--- src/rtl/padlock_pkg.sv ---
// Shared types and constants for the padlock code-entry controller.
package padlock_pkg;

    localparam int unsigned DIGIT_W = 4;
    localparam int unsigned FAIL_W  = 4;

    typedef enum logic [2:0] {
        IDLE,
        ENTRY,
        CHECK,
        OPEN,
        LOCKOUT
    } state_e;

    // Index of the highest set bit; callers only pass one-hot or zero vectors.
    function automatic logic [DIGIT_W-1:0] onehot_to_digit(input logic [15:0] v);
        logic [DIGIT_W-1:0] idx;
        idx = '0;
        for (int i = 0; i < 16; i++) begin
            if (v[i]) idx = DIGIT_W'(i);
        end
        return idx;
    endfunction

endpackage

--- src/rtl/padlock_if.sv ---
// Keypad-side and actuator-side signals of the padlock, grouped for port connection.
interface padlock_if
    import padlock_pkg::*;
#(
    parameter int unsigned NUM_BUTTONS = 10
) ();

    logic [NUM_BUTTONS-1:0] but;
    logic                   open;
    logic                   lock;
    logic                   locked_out;
    logic [FAIL_W-1:0]      fail_count;

    modport master (
        output but,
        output open,
        input  lock,
        input  locked_out,
        input  fail_count
    );

    modport slave (
        input  but,
        input  open,
        output lock,
        output locked_out,
        output fail_count
    );

endinterface

--- src/rtl/padlock_input_sync.sv ---
// Two-flop synchronizer and rising-edge classifier for the raw keypad pins.
// Events are registered, so a raw edge appears on the outputs three clocks later.
module padlock_input_sync
    import padlock_pkg::*;
#(
    parameter int unsigned NUM_BUTTONS = 10
) (
    input  logic                   clk,
    input  logic                   rst_n,
    input  logic [NUM_BUTTONS-1:0] but_i,
    input  logic                   open_i,
    output logic                   digit_valid_o,
    output logic [DIGIT_W-1:0]     digit_o,
    output logic                   invalid_o,
    output logic                   open_evt_o
);

    logic [NUM_BUTTONS-1:0] butMeta_q;
    logic [NUM_BUTTONS-1:0] butSync_q;
    logic [NUM_BUTTONS-1:0] butPrev_q;
    logic                   openMeta_q;
    logic                   openSync_q;
    logic                   openPrev_q;
    logic [NUM_BUTTONS-1:0] butRise;
    logic                   digitHit;
    logic                   badHit;
    logic [DIGIT_W-1:0]     digitIdx;

    // A digit counts only when it is the sole button down; any other rise is a bad press.
    always_comb begin
        butRise  = butSync_q & ~butPrev_q;
        digitHit = $onehot(butRise) && (butSync_q == butRise);
        badHit   = (butRise != '0) && !digitHit;
        digitIdx = onehot_to_digit(16'(butRise));
    end

    always_ff @(posedge clk or negedge rst_n) begin
        if (!rst_n) begin
            butMeta_q     <= '0;
            butSync_q     <= '0;
            butPrev_q     <= '0;
            openMeta_q    <= 1'b0;
            openSync_q    <= 1'b0;
            openPrev_q    <= 1'b0;
            digit_valid_o <= 1'b0;
            digit_o       <= '0;
            invalid_o     <= 1'b0;
            open_evt_o    <= 1'b0;
        end else begin
            butMeta_q     <= but_i;
            butSync_q     <= butMeta_q;
            butPrev_q     <= butSync_q;
            openMeta_q    <= open_i;
            openSync_q    <= openMeta_q;
            openPrev_q    <= openSync_q;
            digit_valid_o <= digitHit;
            digit_o       <= digitIdx;
            invalid_o     <= badHit;
            open_evt_o    <= openSync_q & ~openPrev_q;
        end
    end

endmodule

--- src/rtl/padlock_sequencer.sv ---
// Code-entry controller: collects digits, checks them against CODE on open, drives the lock,
// and handles relock timing, entry timeout, failed-attempt counting and lockout.
module padlock_sequencer
    import padlock_pkg::*;
#(
    parameter int unsigned                 NUM_BUTTONS    = 10,
    parameter int unsigned                 CODE_LEN       = 4,
    parameter logic [CODE_LEN*DIGIT_W-1:0] CODE           = 16'h2507,
    parameter int unsigned                 MAX_FAILS      = 3,
    parameter int unsigned                 OPEN_CYCLES    = 1000,
    parameter int unsigned                 LOCKOUT_CYCLES = 100000,
    parameter int unsigned                 TIMEOUT_CYCLES = 50000
) (
    input logic      clk,
    input logic      rst_n,
    padlock_if.slave bus
);

    localparam int unsigned BUF_W   = CODE_LEN * DIGIT_W;
    localparam int unsigned TMAX_A  = (OPEN_CYCLES > LOCKOUT_CYCLES) ? OPEN_CYCLES : LOCKOUT_CYCLES;
    localparam int unsigned TMAX    = (TMAX_A > TIMEOUT_CYCLES) ? TMAX_A : TIMEOUT_CYCLES;
    localparam int unsigned TIMER_W = $clog2(TMAX + 1);

    localparam logic [TIMER_W-1:0] OPEN_LAST    = TIMER_W'(OPEN_CYCLES - 1);
    localparam logic [TIMER_W-1:0] LOCKOUT_LAST = TIMER_W'(LOCKOUT_CYCLES - 1);
    localparam logic [TIMER_W-1:0] TIMEOUT_LAST = TIMER_W'(TIMEOUT_CYCLES - 1);
    localparam logic [3:0]         CODE_LEN_C   = 4'(CODE_LEN);
    localparam logic [FAIL_W-1:0]  MAX_FAILS_C  = FAIL_W'(MAX_FAILS);

    logic               digitValid;
    logic [DIGIT_W-1:0] digitVal;
    logic               invalidEvt;
    logic               openEvt;

    state_e             state_q;
    logic [BUF_W-1:0]   buf_q;
    logic [3:0]         count_q;
    logic               err_q;
    logic               ovf_q;
    logic               pend_q;
    logic [TIMER_W-1:0] timer_q;
    logic [FAIL_W-1:0]  fail_q;
    logic               lock_q;
    logic               lockedOut_q;

    logic [BUF_W-1:0]   buf_d;
    logic [TIMER_W-1:0] timer_d;
    logic [FAIL_W-1:0]  fail_d;
    logic               pass;

    padlock_input_sync #(
        .NUM_BUTTONS (NUM_BUTTONS)
    ) u_sync (
        .clk           (clk),
        .rst_n         (rst_n),
        .but_i         (bus.but),
        .open_i        (bus.open),
        .digit_valid_o (digitValid),
        .digit_o       (digitVal),
        .invalid_o     (invalidEvt),
        .open_evt_o    (openEvt)
    );

    // Shifting in from the bottom leaves the first digit in the top nibble once the buffer is full.
    always_comb begin
        buf_d   = BUF_W'({buf_q, digitVal});
        timer_d = (timer_q == '1) ? timer_q : timer_q + TIMER_W'(1);
        fail_d  = (fail_q < MAX_FAILS_C) ? fail_q + FAIL_W'(1) : fail_q;
        pass    = (count_q == CODE_LEN_C) && !ovf_q && !err_q && (buf_q == CODE);
    end

    always_ff @(posedge clk or negedge rst_n) begin
        if (!rst_n) begin
            state_q     <= IDLE;
            buf_q       <= '0;
            count_q     <= '0;
            err_q       <= 1'b0;
            ovf_q       <= 1'b0;
            pend_q      <= 1'b0;
            timer_q     <= '0;
            fail_q      <= '0;
            lock_q      <= 1'b1;
            lockedOut_q <= 1'b0;
        end else begin
            case (state_q)
                IDLE, ENTRY: begin
                    // A digit arriving with open is stored first; pend_q defers the check a cycle.
                    if (digitValid || invalidEvt) begin
                        state_q <= ENTRY;
                        timer_q <= '0;
                        pend_q  <= pend_q | openEvt;
                        if (invalidEvt) begin
                            err_q <= 1'b1;
                        end else if (count_q == CODE_LEN_C) begin
                            ovf_q <= 1'b1;
                        end else begin
                            buf_q   <= buf_d;
                            count_q <= count_q + 4'd1;
                        end
                    end else if (openEvt || pend_q) begin
                        state_q <= CHECK;
                        pend_q  <= 1'b0;
                        timer_q <= '0;
                    end else if (state_q == ENTRY) begin
                        if (timer_q == TIMEOUT_LAST) begin
                            state_q <= IDLE;
                            timer_q <= '0;
                            buf_q   <= '0;
                            count_q <= '0;
                            err_q   <= 1'b0;
                            ovf_q   <= 1'b0;
                        end else begin
                            timer_q <= timer_d;
                        end
                    end
                end
                CHECK: begin
                    buf_q   <= '0;
                    count_q <= '0;
                    err_q   <= 1'b0;
                    ovf_q   <= 1'b0;
                    pend_q  <= 1'b0;
                    timer_q <= '0;
                    if (pass) begin
                        state_q <= OPEN;
                        lock_q  <= 1'b0;
                        fail_q  <= '0;
                    end else begin
                        fail_q <= fail_d;
                        if (fail_d == MAX_FAILS_C) begin
                            state_q     <= LOCKOUT;
                            lockedOut_q <= 1'b1;
                        end else begin
                            state_q <= IDLE;
                        end
                    end
                end
                OPEN: begin
                    if (openEvt) begin
                        timer_q <= '0;
                    end else if (timer_q == OPEN_LAST) begin
                        state_q <= IDLE;
                        lock_q  <= 1'b1;
                        timer_q <= '0;
                    end else begin
                        timer_q <= timer_d;
                    end
                end
                LOCKOUT: begin
                    if (timer_q == LOCKOUT_LAST) begin
                        state_q     <= IDLE;
                        lockedOut_q <= 1'b0;
                        fail_q      <= '0;
                        timer_q     <= '0;
                    end else begin
                        timer_q <= timer_d;
                    end
                end
                default: begin
                    state_q <= IDLE;
                    lock_q  <= 1'b1;
                end
            endcase
        end
    end

    assign bus.lock       = lock_q;
    assign bus.locked_out = lockedOut_q;
    assign bus.fail_count = fail_q;

endmodule

--- src/flat_wrapper.sv ---
// flat-port wrapper written by rule: the top's interface ports become plain ports
module padlock_sequencer_flat import padlock_pkg::*;
#(
    parameter int unsigned                 NUM_BUTTONS    = 10,
    parameter int unsigned                 CODE_LEN       = 4,
    parameter logic [CODE_LEN*DIGIT_W-1:0] CODE           = 16'h2507,
    parameter int unsigned                 MAX_FAILS      = 3,
    parameter int unsigned                 OPEN_CYCLES    = 1000,
    parameter int unsigned                 LOCKOUT_CYCLES = 100000,
    parameter int unsigned                 TIMEOUT_CYCLES = 50000
)
  (clk, rst_n, bus_but, bus_open, bus_lock, bus_locked_out, bus_fail_count);
  padlock_if #(.NUM_BUTTONS(NUM_BUTTONS)) bus_i ();
  input logic clk;
  input logic rst_n;
  input wire logic [$bits(bus_i.but)-1:0] bus_but;
  input wire logic [$bits(bus_i.open)-1:0] bus_open;
  output wire logic [$bits(bus_i.lock)-1:0] bus_lock;
  output wire logic [$bits(bus_i.locked_out)-1:0] bus_locked_out;
  output wire logic [$bits(bus_i.fail_count)-1:0] bus_fail_count;
  assign bus_i.but = bus_but;
  assign bus_i.open = bus_open;
  assign bus_lock = bus_i.lock;
  assign bus_locked_out = bus_i.locked_out;
  assign bus_fail_count = bus_i.fail_count;
  padlock_sequencer #(.NUM_BUTTONS(NUM_BUTTONS), .CODE_LEN(CODE_LEN), .CODE(CODE), .MAX_FAILS(MAX_FAILS), .OPEN_CYCLES(OPEN_CYCLES), .LOCKOUT_CYCLES(LOCKOUT_CYCLES), .TIMEOUT_CYCLES(TIMEOUT_CYCLES)) u_core (.clk(clk), .rst_n(rst_n), .bus(bus_i));
endmodule
--- config.mk ---
export PLATFORM = sky130hd
export DESIGN_NAME = padlock_sequencer_flat
export DESIGN_NICKNAME = d
export VERILOG_FILES = /design/src/rtl/padlock_pkg.sv /design/src/rtl/padlock_if.sv /design/src/rtl/padlock_input_sync.sv /design/src/rtl/padlock_sequencer.sv /design/src/flat_wrapper.sv
export SDC_FILE = /design/constraint.sdc
export NUM_CORES = 1
export LEC_CHECK = 0
export CAP_MARGIN = 20
export CORE_MARGIN = 1
export CORE_UTILIZATION = 63
export CTS_BUF_LIST = sky130_fd_sc_hd__clkbuf_4
export CTS_CLUSTER_DIAMETER = 80
export DETAILED_ROUTE_END_ITERATION = 6
export GPL_ROUTABILITY_DRIVEN = 0
export GPL_TIMING_DRIVEN = 0
export PLACE_DENSITY = 0.82
export SYNTH_ARGS = -nofsm -noshare
export SYNTH_HDL_FRONTEND = slang
export SYNTH_SLANG_ARGS = --single-unit
--- constraint.sdc ---
create_clock -name clk -period 3.99 [get_ports clk]
set_input_delay 0.798 -clock clk [delete_from_list [all_inputs] [get_ports clk]]
set_output_delay 0.798 -clock clk [all_outputs]
set_load 0.01 [all_outputs]
==> summary.md, run 1 <==
| Metric | Value |
|---|---|
| Outcome | complete, no violations |
| Total gr overflow | 0 |
| Syn_nets | about 420 |
| Final WL | between 7000 and 8000 um |
| Total Power | 0.00214 W |
| CP Data Arrival Time | 3840 ps |
| Antenna cells | 0 |
| Clk root buf | clkbuf_4 |
| Overall via count from detail_route | 3071 |
| Post-layout min period | 3510 ps |
| Port bufs | 18 |
| Post-detail-place hpwl | roughly 5700 um |
| CTS Buf Count | 9 |
| Max Fanout on Critical Path | 3 |
| Max frequency | 285 MHz |
| Die H | 84.7 um |
| Post-layout util | 73.8% |
| Crit path kind | flip-flop to flip-flop |
| Max_cap viols | 0 |
| Clock Latency Late Sink | 450 ps |
| Netlist cell types | 75 |
| Tcrit/Tclk final | 87.9% |
| Sequential fraction of the synthesis area | between 50% and 60% |
| Slowest cell on crit path | fa_1 |
| Fill cells | 470 |
| CTS Hold Bufs | 0 |
| Max Clock Skew | roughly 18 ps |
| Largest net degree at the start of global routing | 62 |
| Largest stage delay, worst path | 550 ps |
| DIE AREA | 7170 um^2 |
| Nets | 452 |
| Power per standard cell area | 449 nW/um^2 |
| Max-slew violation count | 0 |
| Setup crit start kind | flip-flop |
| CTS tree | built |
| Sum Neg Setup Slack | 0 ps |
| Initial core utilization | 66.7% |
| Layout area overhead | 10.8% |
| Antenna violations before repair | 0 |
| Worst hold path type | input pin to async pin |
| CP Cell Sequence | nand2b_1 > fa_1 > fa_1 > fa_1 > inv_1 > ha_1 > inv_1 > fa_1 > nand2_1 > a21oi_1 > nand4_1 > nor2_1 > a31oi_1 |
| First DRT Iteration DRCs | 201 |
| Slew HR | 51.6% |
| Post-route DRC | 0 |
| Vias per cell | 6.05 |
| Vias in the first global route | 3078 |
| Number of synthesized flops with an enable pin | 0 |
| Final ANT Viol Nets | 0 |
| 1st-pass router iterations | 4 |
| Share of Yosys cell area claimed by the top area cell type | around half |
| #FFs+latches synth | 89 |
| Final setup viols | 0 |
| # resized after CTS | 0 |
| First-pass GRT wire length | 14300 um |
| Prevailing post-synth register cell | dfrtp_1 |
| Reg2Reg Depth | 13 |
| CP Data Required Time | 4320 ps |
| Cells after synthesis | 396 |
| Global Route Usage Sum | 25.5% |
| Biggest area consumer among synthesized cells | dfrtp_1 |
| Std cell rows | 29 |
| Crit. End Element | flip-flop |
| Leak | 2.01 nW |
| CTS Buffer Depth | 2 |
| Die span in x | around 85 um |
| Mean Syn Cell Area | 10.9 um^2 |
| Worst-Margin Slew | about 720 ps |
| Ys async rst share | 100% |
| Most frequent CP cell | fa_1 |
| VDD IR max | 0.256 mV |
| Synth warn | 0 |
| Layout cells sized above 1 | 10.7% |
| Fin. Hold Viols | 0 |
| Htree depth | 3 |
| Clk sinks | 89 |
| IO Pins | 19 |
| WL/cell | 15.6 um |
| Clock slew at reported path FFs | between 150 and 200 ps |
| Setup Buffers After CTS | 0 |
| Top post-synthesis cells by area | dfrtp_1, mux2i_1, nand2_1 |
| Cell Area, Synth | 4310 um^2 |
| RSZ-0062 raised after global routing | false |
| Core region area | 6460 um^2 |
## critical path, delay by kind of cell, from the launching register on
kind            cells  cell delay, ps
compound gates      2             160
fa+ha+maj           5            2130
buf+inv             2             150
flops               1             410
simple gates        4             540
## worst paths after layout
path | slack [ps] | endpoint | start
worst max-delay path | 480 | u_core.u_sync.invalid_o | u_core.u_sync.butPrev_q[1]
worst min-delay path | 240 | u_core.buf_q[10] | rst_n
worst max register to register | 480 | u_core.u_sync.invalid_o | u_core.u_sync.butPrev_q[1]
worst min register to register | 370 | u_core.u_sync.butSync_q[5] | u_core.u_sync.butMeta_q[5]
max in group asynchronous | 3140 | u_core.u_sync.butMeta_q[6] | rst_n
min in group clk | 370 | u_core.u_sync.butSync_q[5] | u_core.u_sync.butMeta_q[5]
## registers in the layout, indices dropped and copies added (netlist names), 3 cells and up
register,cells
u_core.u_sync.butPrev_q,10
u_core.u_sync.digit_o,4
u_core.buf_q,16
u_core.bus.fail_count,4
u_core.u_sync.butMeta_q,10
u_core.timer_q,17
u_core.u_sync.butSync_q,10
u_core.count_q,4
u_core.state_q,3
## cells in the mapped netlist (3+ instances only)
| library cell | instances |
|---|---|
| and4_1 | 5 |
| fa_1 | 6 |
| inv_1 | 28 |
| nor4_1 | 5 |
| nor4b_1 | 4 |
| or3_1 | 3 |
| xor2_1 | 6 |
| nand4_1 | 5 |
| o21ai_0 | 7 |
| a2bb2oi_1 | 3 |
| and3_1 | 3 |
| nor2_1 | 15 |
| nand3_1 | 9 |
| clkbuf_1 | 5 |
| a31oi_1 | 5 |
| nor2b_1 | 8 |
| dfrtp_1 | 88 |
| a21oi_1 | 17 |
| nor3b_1 | 4 |
| mux2i_1 | 19 |
| o21a_1 | 4 |
| nand2_1 | 43 |
| o21ai_1 | 3 |
| nand2b_1 | 10 |
| or4_1 | 3 |
| a22o_1 | 3 |
| o211ai_1 | 4 |
| and4b_1 | 3 |
| a22oi_1 | 4 |
| buf_2 | 6 |
| nor3_1 | 8 |
| ha_1 | 7 |
## cell type report
type	count	area, um^2	area share, %
well taps	77	96.3	2.02
inverters	29	109	2.28
plain buffers	14	75.1	1.57
clock inverters	7	95.1	1.99
clock buffers	9	67.6	1.42
flip-flops and latches	89	2230	46.7
repair buffers	19	205	4.30
multi-input cells	264	1890	39.7
## per-stage QoR
step | std cells | cell area, um^2 | hold slack, ps | worst slack [ps]
4_1_cts | 508 | 4770 | 237 | 505
2_1_floorplan | 396 | 4310 | 331 | 789
3_3_place_gp | 491 | 4580 | 332 | -881
6_report | 508 | 4770 | 237 | 485
5_1_grt | 508 | 4770 | 231 | 292
3_5_place_dp | 492 | 4610 | 335 | 546
## cells in the final DEF (no fill, tap or decap), types with 3 or more instances in the layout
cell type        instances
buf_2                    6
dfrtp_1                 88
nor3_1                   8
inv_1                   28
nand2b_1                10
a22o_1                   3
xor2_1                   6
nor2_1                  15
clkdlybuf4s50_1         17
nor2b_1                  8
a22oi_1                  4
nand3_1                  9
nand2_1                 43
a21oi_1                 17
o211ai_1                 4
a2bb2oi_1                3
nand4_1                  5
and3_1                   3
o21a_1                   4
o21ai_1                  3
and4_1                   5
nor3b_1                  4
mux2i_1                 19
o21ai_0                  7
nor4b_1                  4
a31oi_1                  5
clkbuf_4                 9
buf_4                    3
or3_1                    3
nor4_1                   5
ha_1                     7
or4_1                    3
fa_1                     6
clkbuf_1                 5
and4b_1                  3
## report_power, final
part | switching, W | leakage (nW) | internal, W
clock network | 0.000338 | 0.0877 | 0.000210
logic | 0.000236 | 0.821 | 0.000217
registers | 0.000104 | 1.11 | 0.00104
total | 0.000678 | 2.01 | 0.00147
## routing by layer
layer	up-vias	share of wire (%)	GRT usage (%)
met4	0	1.2	10.6
met3	9	4.1	5.41
met1	1516	45	34.1
met5	-	0	0
li1	1476	-	-
met2	70	50	40.9
## kinds of logic after synthesis
kind of cell | Yosys count | share of synthesized area (%)
flip-flops | 89 | 51.8
buffers and inverters | 43 | 4.27
adder cells (fa/ha/maj) | 13 | 4.82
multiplexers | 21 | 4.94
AND/OR/NAND/NOR | 146 | 19.8
AO/OA/AOI/OAI | 76 | 12.8
XOR/XNOR | 8 | 1.63
No activity file was read; power rests on OpenSTA's default activity.
==> inputs of run 2 (changes only) <==
CTS_CLUSTER_SIZE = 8   (was unset)
==> results of run 2 <==
No change in the layout: final DEF, timing and power equal those of run 1.
